==> src/rtl/step_ctrl.sv <==
// Clock-enable generator for the multicycle processor: debounced single-step,
// slow free-run and full-speed run. Also counts issued steps and stops on halt.
module step_ctrl #(
    parameter int DEBOUNCE_CYCLES = 16,
    parameter int DB_W            = 20,
    parameter int RUN_DIV         = 8,
    parameter int DIV_W           = 24
) (
    input  logic        clock,
    input  logic        reset,
    input  logic        key_step,
    input  logic [1:0]  sw_mode,
    input  logic        halt_in,
    output logic        step_en,
    output logic [15:0] step_count,
    output logic [2:0]  state_o,
    output logic        key_db
);

    typedef enum logic [2:0] {
        STEP_WAIT = 3'b000,
        RUN_SLOW  = 3'b001,
        RUN_FAST  = 3'b010,
        STOPPED   = 3'b011,
        HALTED    = 3'b100
    } state_t;

    state_t state_q, state_d, mode_state;

    logic             ks_meta_q, ks_meta_d, ks_q, ks_d;
    logic [1:0]       ms_meta_q, ms_meta_d, ms_q, ms_d;
    logic [DB_W-1:0]  cnt_q, cnt_d;
    logic             key_db_q, key_db_d;
    logic             key_db_prev_q, key_db_prev_d;
    logic             halt_q, halt_d;
    logic [DIV_W-1:0] div_q, div_d;
    logic             step_en_q, step_en_d;
    logic [15:0]      step_count_q, step_count_d;

    logic press;
    logic halt_rise;

    // Two-flop synchronizers and the halt edge history.
    always_comb begin
        ks_meta_d = key_step;
        ks_d      = ks_meta_q;
        ms_meta_d = sw_mode;
        ms_d      = ms_meta_q;
        halt_d    = halt_in;
    end

    assign halt_rise = halt_in & ~halt_q;
    assign press     = key_db_q & ~key_db_prev_q;

    // The level only flips after DEBOUNCE_CYCLES consecutive disagreeing cycles.
    always_comb begin
        cnt_d         = '0;
        key_db_d      = key_db_q;
        key_db_prev_d = key_db_q;
        if (ks_q != key_db_q) begin
            if (cnt_q == DB_W'(DEBOUNCE_CYCLES - 1)) begin
                key_db_d = ks_q;
            end else begin
                cnt_d = cnt_q + 1'b1;
            end
        end
    end

    always_comb begin
        mode_state = STEP_WAIT;
        case (ms_q)
            2'b00: mode_state = STEP_WAIT;
            2'b01: mode_state = RUN_SLOW;
            2'b10: mode_state = RUN_FAST;
            2'b11: mode_state = STOPPED;
            default: mode_state = STEP_WAIT;
        endcase
    end

    always_ff @(posedge clock or posedge reset) begin
        if (reset) begin
            state_q <= STEP_WAIT;
        end else begin
            state_q <= state_d;
        end
    end

    // HALTED is sticky: only a debounced press leaves it, back to the switch mode.
    always_comb begin
        state_d = state_q;
        if (state_q == HALTED) begin
            if (press) begin
                state_d = mode_state;
            end
        end else if (halt_rise) begin
            state_d = HALTED;
        end else begin
            state_d = mode_state;
        end
    end

    always_comb begin
        step_en_d = 1'b0;
        unique case (state_q)
            STEP_WAIT: step_en_d = press;
            RUN_SLOW:  step_en_d = (div_q == DIV_W'(RUN_DIV - 1));
            RUN_FAST:  step_en_d = 1'b1;
            STOPPED:   step_en_d = 1'b0;
            HALTED:    step_en_d = 1'b0;
            default:   step_en_d = 1'b0;
        endcase
        if (halt_rise && state_q != HALTED) begin
            step_en_d = 1'b0;
        end
    end

    // Divider restarts from zero whenever RUN_SLOW is (re)entered.
    always_comb begin
        div_d = '0;
        if (state_q == RUN_SLOW && state_d == RUN_SLOW && div_q != DIV_W'(RUN_DIV - 1)) begin
            div_d = div_q + 1'b1;
        end
        step_count_d = step_en_q ? step_count_q + 16'd1 : step_count_q;
    end

    always_ff @(posedge clock or posedge reset) begin
        if (reset) begin
            ks_meta_q     <= 1'b0;
            ks_q          <= 1'b0;
            ms_meta_q     <= 2'b00;
            ms_q          <= 2'b00;
            cnt_q         <= '0;
            key_db_q      <= 1'b0;
            key_db_prev_q <= 1'b0;
            halt_q        <= 1'b0;
            div_q         <= '0;
            step_en_q     <= 1'b0;
            step_count_q  <= 16'd0;
        end else begin
            ks_meta_q     <= ks_meta_d;
            ks_q          <= ks_d;
            ms_meta_q     <= ms_meta_d;
            ms_q          <= ms_d;
            cnt_q         <= cnt_d;
            key_db_q      <= key_db_d;
            key_db_prev_q <= key_db_prev_d;
            halt_q        <= halt_d;
            div_q         <= div_d;
            step_en_q     <= step_en_d;
            step_count_q  <= step_count_d;
        end
    end

    assign step_en    = step_en_q;
    assign step_count = step_count_q;
    assign state_o    = state_q;
    assign key_db     = key_db_q;

endmodule

==> config.mk <==
export PLATFORM = sky130hd
export DESIGN_NAME = step_ctrl
export DESIGN_NICKNAME = d
export VERILOG_FILES = /design/src/rtl/step_ctrl.sv
export SDC_FILE = /design/constraint.sdc
export NUM_CORES = 1
export LEC_CHECK = 0
export ABC_AREA = 1
export ABC_CLOCK_PERIOD_IN_PS = 2600
export BUFFER_PORTS_ARGS = -buffer_cell sky130_fd_sc_hd__buf_2
export CAP_MARGIN = 0
export CELL_PAD_IN_SITES_DETAIL_PLACEMENT = 0
export CELL_PAD_IN_SITES_GLOBAL_PLACEMENT = 2
export CORE_ASPECT_RATIO = 0.5
export CORE_UTILIZATION = 36
export DETAILED_ROUTE_END_ITERATION = 10
export HOLD_SLACK_MARGIN = 0.05
export PLACE_DENSITY_LB_ADDON = 0.1
export SLEW_MARGIN = 20
export SYNTH_ARGS = -nofsm -noshare
export SYNTH_HDL_FRONTEND = slang
export SYNTH_SLANG_ARGS = --single-unit
==> constraint.sdc <==
create_clock -name clock -period 2.6 [get_ports clock]
set_input_delay 0.13 -clock clock [delete_from_list [all_inputs] [get_ports clock]]
set_output_delay 0.13 -clock clock [all_outputs]
set_load 0.1 [all_outputs]
== Word-level counts from Yosys, hierarchy flattened ==
Index checks and enable logic that the tools add are counted.
Operators by class
  add/sub/neg operators: 3
  equal/unequal tests: 12
  multiplexer cells: 9
  bitwise logic cells: 4
  reduce and logical (&&, ||, !) cells: 6
Operators by type and width (number)
  two-way mux 20 bit: 2
  adder 24 x 1 -> 24 bit (second input constant): 1
  == test 24 x 3 -> 1 bit (second input constant): 1
  two-way mux 24 bit: 1
  inequality test 24 x 3 -> 1 bit (second input constant): 1
  adder 20 x 1 -> 20 bit (second input constant): 1
  == test 20 x 4 -> 1 bit (second input constant): 1
  adder 16 x 1 -> 16 bit (second input constant): 1
  one-hot mux 3 bit (4 select lines): 1
  two-way mux 3 bit: 3
  == test 3 x 1 -> 1 bit (second input constant): 2
  == test 2 bit (second input constant): 2
  == test 3 x 2 -> 1 bit (second input constant): 1
  == test 3 bit (second input constant): 1
  logical AND 1 bit: 3
  logical NOT 3 bit: 1
  inequality test 3 bit (second input constant): 1
  one-hot mux 1 bit (3 select lines): 1
  bitwise AND 1 bit: 2
  == test 2 x 1 -> 1 bit (second input constant): 1
  logical NOT 2 bit: 1
  inverter 1 bit: 2
  AND reduction 2 bit: 1
  two-way mux 1 bit: 1
  inequality test 1 bit: 1
Storage, ports and cells
  register bits: 73
  bits of input ports: 6
  logic and storage cells: 46

== Logic depth before layout (Yosys ltp) ==
  depth after elaboration: 8
  gate-level depth with buffers: 10
  mapped depth without buffers: 10

== Worst setup path before layout ==
Ideal clock, no wire load.
  path kind: flip-flop to flip-flop
  start: reg step_count_q[0] (netlist: step_count[0])
  end: reg step_count_q[14] (netlist: step_count[14])
  arrival time: 2012 ps
  required time: 2478 ps
  slack: 466 ps
  stages on the path, launching flop included: 11
  buffers on the path: 0
  clock period less this slack: 2134 ps
  path through: dfrtp_1 -> ha_1 -> nand2_1 -> inv_1 -> nand2_1 -> nor2_1 -> nand2_1 -> nor2_2 -> nand2_1 -> nand2_1 -> nand2_1
Between the ends
  longest elaborated chain between the ends: 1
Ends and longest elaborated chain
  from (decl): RTL line 38  | logic [15:0] step_count_q, step_count_d;
  from (signal assigned): RTL line 150  | step_count_q <= step_count_d;
  adder 16 x 1 -> 16 bit: RTL line 123  | step_count_d = step_en_q ? step_count_q + 16'd1 : step_count_q;
Every way passes these cells.
A chain may end at the register's enable or synchronous reset.

== Worst setup path after layout ==
  start: reg div_q[0]
  end: reg div_q[16]
Between the ends
  longest elaborated chain between the ends: 3
  elaborated cells between the ends (all ways): 4
  classes of those cells: add/sub (1); eq/ne (1); mux (1); reduce/logical (1)
Ends and longest elaborated chain
  from (decl): RTL line 36  | logic [DIV_W-1:0] div_q, div_d;
  from (signal assigned): RTL line 148  | div_q <= div_d;
  parallel branches: the longest is 2 deep, another holds adder 24 x 1 -> 24 bit
  two-way mux 24 bit *: RTL line 120  | if (state_q == RUN_SLOW && state_d == RUN_SLOW && div_q != DIV_W'(RUN_DIV - 1)) begin
  net div_d[16]: RTL line 36
Mark *: on every way through the listed nets, which the timed path passes.

==> summary.md <==
| Metric | Value |
|---|---|
| Status | `finished clean` |
| Port bufs | `26` |
| Placer Congestion | `0.730` |
| DRC viols | `0` |
| YS warnings | `0` |
| First-pass GRT wire length | `14,200 um` |
| Area grow syn2layout | `17.4%` |
| Clock Sinks | `73` |
| I/O pin total | `27` |
| Final setup TNS | `0 ns` |
| Worst Tran Pin Value | `0.697 ns` |
| Max_slew headroom | `53.5%` |
| Die Height | `74.2 um` |
| Total number of vias | `2,934` |
| Count of cell types in the netlist | `28` |
| Clock-pin transition on the worst setup and hold timing paths | `0.06 ns` |
| Routed WL per cell | `12.7 um` |
| Final min period | `between 1.5 and 2 ns` |
| Hold-critical path endpoint | `ms_q[0]` |
| Kind of critical path | `reg2reg` |
| F_max | `638 MHz` |
| CP Cell Sequence | `ha_1 -> nand2_1 -> inv_1 -> nand2_1 -> nor2_1 -> nand3_1 -> nand3_4 -> a21oi_1` |
| Top_reg_cell synth | `dfrtp_1` |
| Seq/Total Area, Yosys | `48.6%` |
| DP Wirelength | `6020 um` |
| Die ar. | `10,900 sq um` |
| Placed Area | `roughly 4000 sq um` |
| Final Setup Violations | `0` |
| Worst path depth | `8` |
| Max Cap Viol | `0` |
| Total congestion overflow | `0` |
| PostCTS Resize Cnt | `0` |
| Die width | `~150 um` |
| Crit-path max FO | `24` |
| Vias in the first global route | `2,912` |
| Core area | `9790 sq um` |
| Drt pass-1 iters | `5` |
| Final WL | `8320 um` |
| Mapped Cells | `474` |
| Peak supply drop | `0.000353 V` |
| CP Launch Type | `flop` |
| Reg2reg end | `div_q[16]` |
| R2R cell count | `8` |
| Clock Skews | `0.00445 ns` |
| Critical path arrival | `1.82 ns` |
| Slowest CP cell | `dfrtp_1` |
| RSZ-0062 raised after global routing | `false` |
| Most common cell on crit path | `nand2_1` |
| CTS tree | `built` |
| Starting density of the core | `a little under two fifths` |
| CP Data Required Time | `between 2 and 3 ns` |
| Worst path max stage delay | `0.39 ns` |
| Post-synth EDFFs | `0` |
| Rows | `25` |
| Initial antenna violation count | `0` |
| CTS max path bufs | `2` |
| Total nets after synthesis | `around 480` |
| Fill count | `1,010` |
| Async set-reset flop share out of synthesis | `100%` |
| Global Route Usage Sum | `approximately 17%` |
| Pin count of the biggest net entering global routing | `40` |
| Yosys reg bits | `73` |
| H-tree lvl count | `3` |
| CTS Root Buffer Type | `clkbuf_16` |
| Vias per inst | `between 4 and 5` |
| Post-Synthesis Mean Instance Area | `7.93 sq um` |
| Initial DRC Count | `90` |
| Reg2reg start | `div_q[0]` |
| Share of post-route cells with drive strength above 1 | `a little over an eighth` |
| Crit end category | `flop` |
| Top cell family by delay on the critical path | `simple AND/OR/NAND/NOR gates` |
| Critical path buffers and inverters | `1` |
| Cell Pwr Density | `681 nW/um^2` |
| Routed Antenna Nets | `0` |
| Final Hold Vio Count | `0` |
| Static leakage | `approximately 2.0 nW` |
| Final Cell Area | `roughly 4400 sq um` |
| Hold path depth | `0` |
| Clock Latency Late Sink | `0.33 ns` |
| Reg-to-reg setup timing slack | `just over 1 ns` |
| Antenna cells | `0` |
| Clock buffer count from CTS | `9` |
| Hold wc startpoint | `ms_d[0]` |
| Final Max Tran Viols | `0` |
| Net count, final | `524` |
| Synth Cell Area | `3760 sq um` |
| Period utilization | `around three fifths` |
| Hold crit path type | `reg2reg` |
-- worst max path at each step --
stage	from	to	slack [ns]
finish	div_q[0]	div_q[16]	1.03
detailed placement	div_q[0]	div_q[16]	1.02
global placement	div_q[0]	div_q[16]	1.04
CTS	div_q[0]	div_q[16]	1.00
global route	div_q[0]	div_q[16]	0.83
floorplan	step_count[0]	step_count[14]	0.47
-- synthesized netlist by cell type, drive strengths merged (2+ instances only) --
| library cell | count | area share, % |
|---|---|---|
| nand3 | 28 | 4.1 |
| o21bai | 2 | 0.40 |
| nor2 | 121 | 13 |
| dfrtp | 73 | 49 |
| o21ai | 4 | 0.53 |
| buf | 2 | 0.60 |
| a21oi | 4 | 0.53 |
| nand4 | 8 | 1.3 |
| xor2 | 23 | 5.4 |
| inv | 51 | 5.1 |
| ha | 3 | 1.0 |
| nand3b | 3 | 0.60 |
| and2 | 2 | 0.40 |
| nand2 | 123 | 12 |
| xnor2 | 14 | 3.3 |
| nor3 | 7 | 0.93 |
-- worst reg2reg max path: cells and delay by family (launching register included) --
family	cells	cell delay (ns)
buf+inv	1	0.07
fa+ha+maj	1	0.23
flops	1	0.39
compound gates	1	0.22
simple gates	5	0.58
-- through the flow --
stage	cells	util, %	setup WS [ns]	total power, mW	hold WS, ns
finish	655	45.1	1.03	3.01	0.347
global route	655	45.1	0.826	3.12	0.356
CTS	655	45.1	1.00	3.05	0.348
detailed placement	634	41.3	1.02	1.73	0.241
global placement	634	41.3	1.04	1.73	0.242
floorplan	474	-	0.466	1.64	0.161
-- registers in the layout, indices dropped and copies added, names as in the netlist, 2 cells and up --
signal	count
ms_d	2
step_count	16
cnt_q	20
ms_q	2
state_o	3
div_q	24
-- placed cells by master (no fill, tap or decap), drive strengths merged, types with 2 or more instances in the layout --
cell type,instances
dfrtp,73
o21ai,4
clkinvlp,2
ha,3
nand4,8
xor2,23
buf,28
nor2,121
inv,50
and2,2
nand3b,3
clkinv,3
dlygate4sd3,5
a21oi,4
nor3,7
nand3,28
o21bai,2
xnor2,14
nand2,123
clkbuf,12
-- cell families (layout without fill, tap and decap cells) --
family                   after synthesis  after routing  synth area share [%]
flip-flops                            73             73                  48.6
XOR/XNOR                              37             37                  8.62
adder cells (fa/ha/maj)                3              3                 0.999
buffers and inverters                 55            101                  5.93
multiplexers                           1              1                 0.300
AND/OR/NAND/NOR                      294            294                  33.9
AO/OA/AOI/OAI                         11             11                  1.67
-- routing by layer --
layer / vias up / part of all wire, % / track usage (%)
met5: - / 0 / 0
met4: 0 / 0.99 / 5.56
met3: 9 / 2.8 / 4.60
met2: 23 / 47 / 29.5
met1: 1362 / 49 / 21.3
li1: 1540 / - / -
-- final cells by class --
cell class | count | area (sq um) | share of cell area [%]
inverter | 52 | 198 | 4.48
tap | 135 | 169 | 3.83
sequential | 73 | 1830 | 41.4
multi-input combinational | 346 | 1710 | 38.7
clock buffer | 12 | 267 | 6.04
clock inverter | 4 | 50.0 | 1.13
timing repair buffer | 33 | 195 | 4.42
-- power breakdown --
group / switching (mW) / internal, mW
sequential: 0.0604 / 1.19
clock: 0.472 / 0.820
combinational: 0.391 / 0.0778
-- timing repair --
item                       CTS  global route
hold endpoints to repair    41             0
setup endpoints to repair    0             0
hold buffers                 5             0
buffers inserted             0             0
No activity file was read; power rests on OpenSTA's default activity.
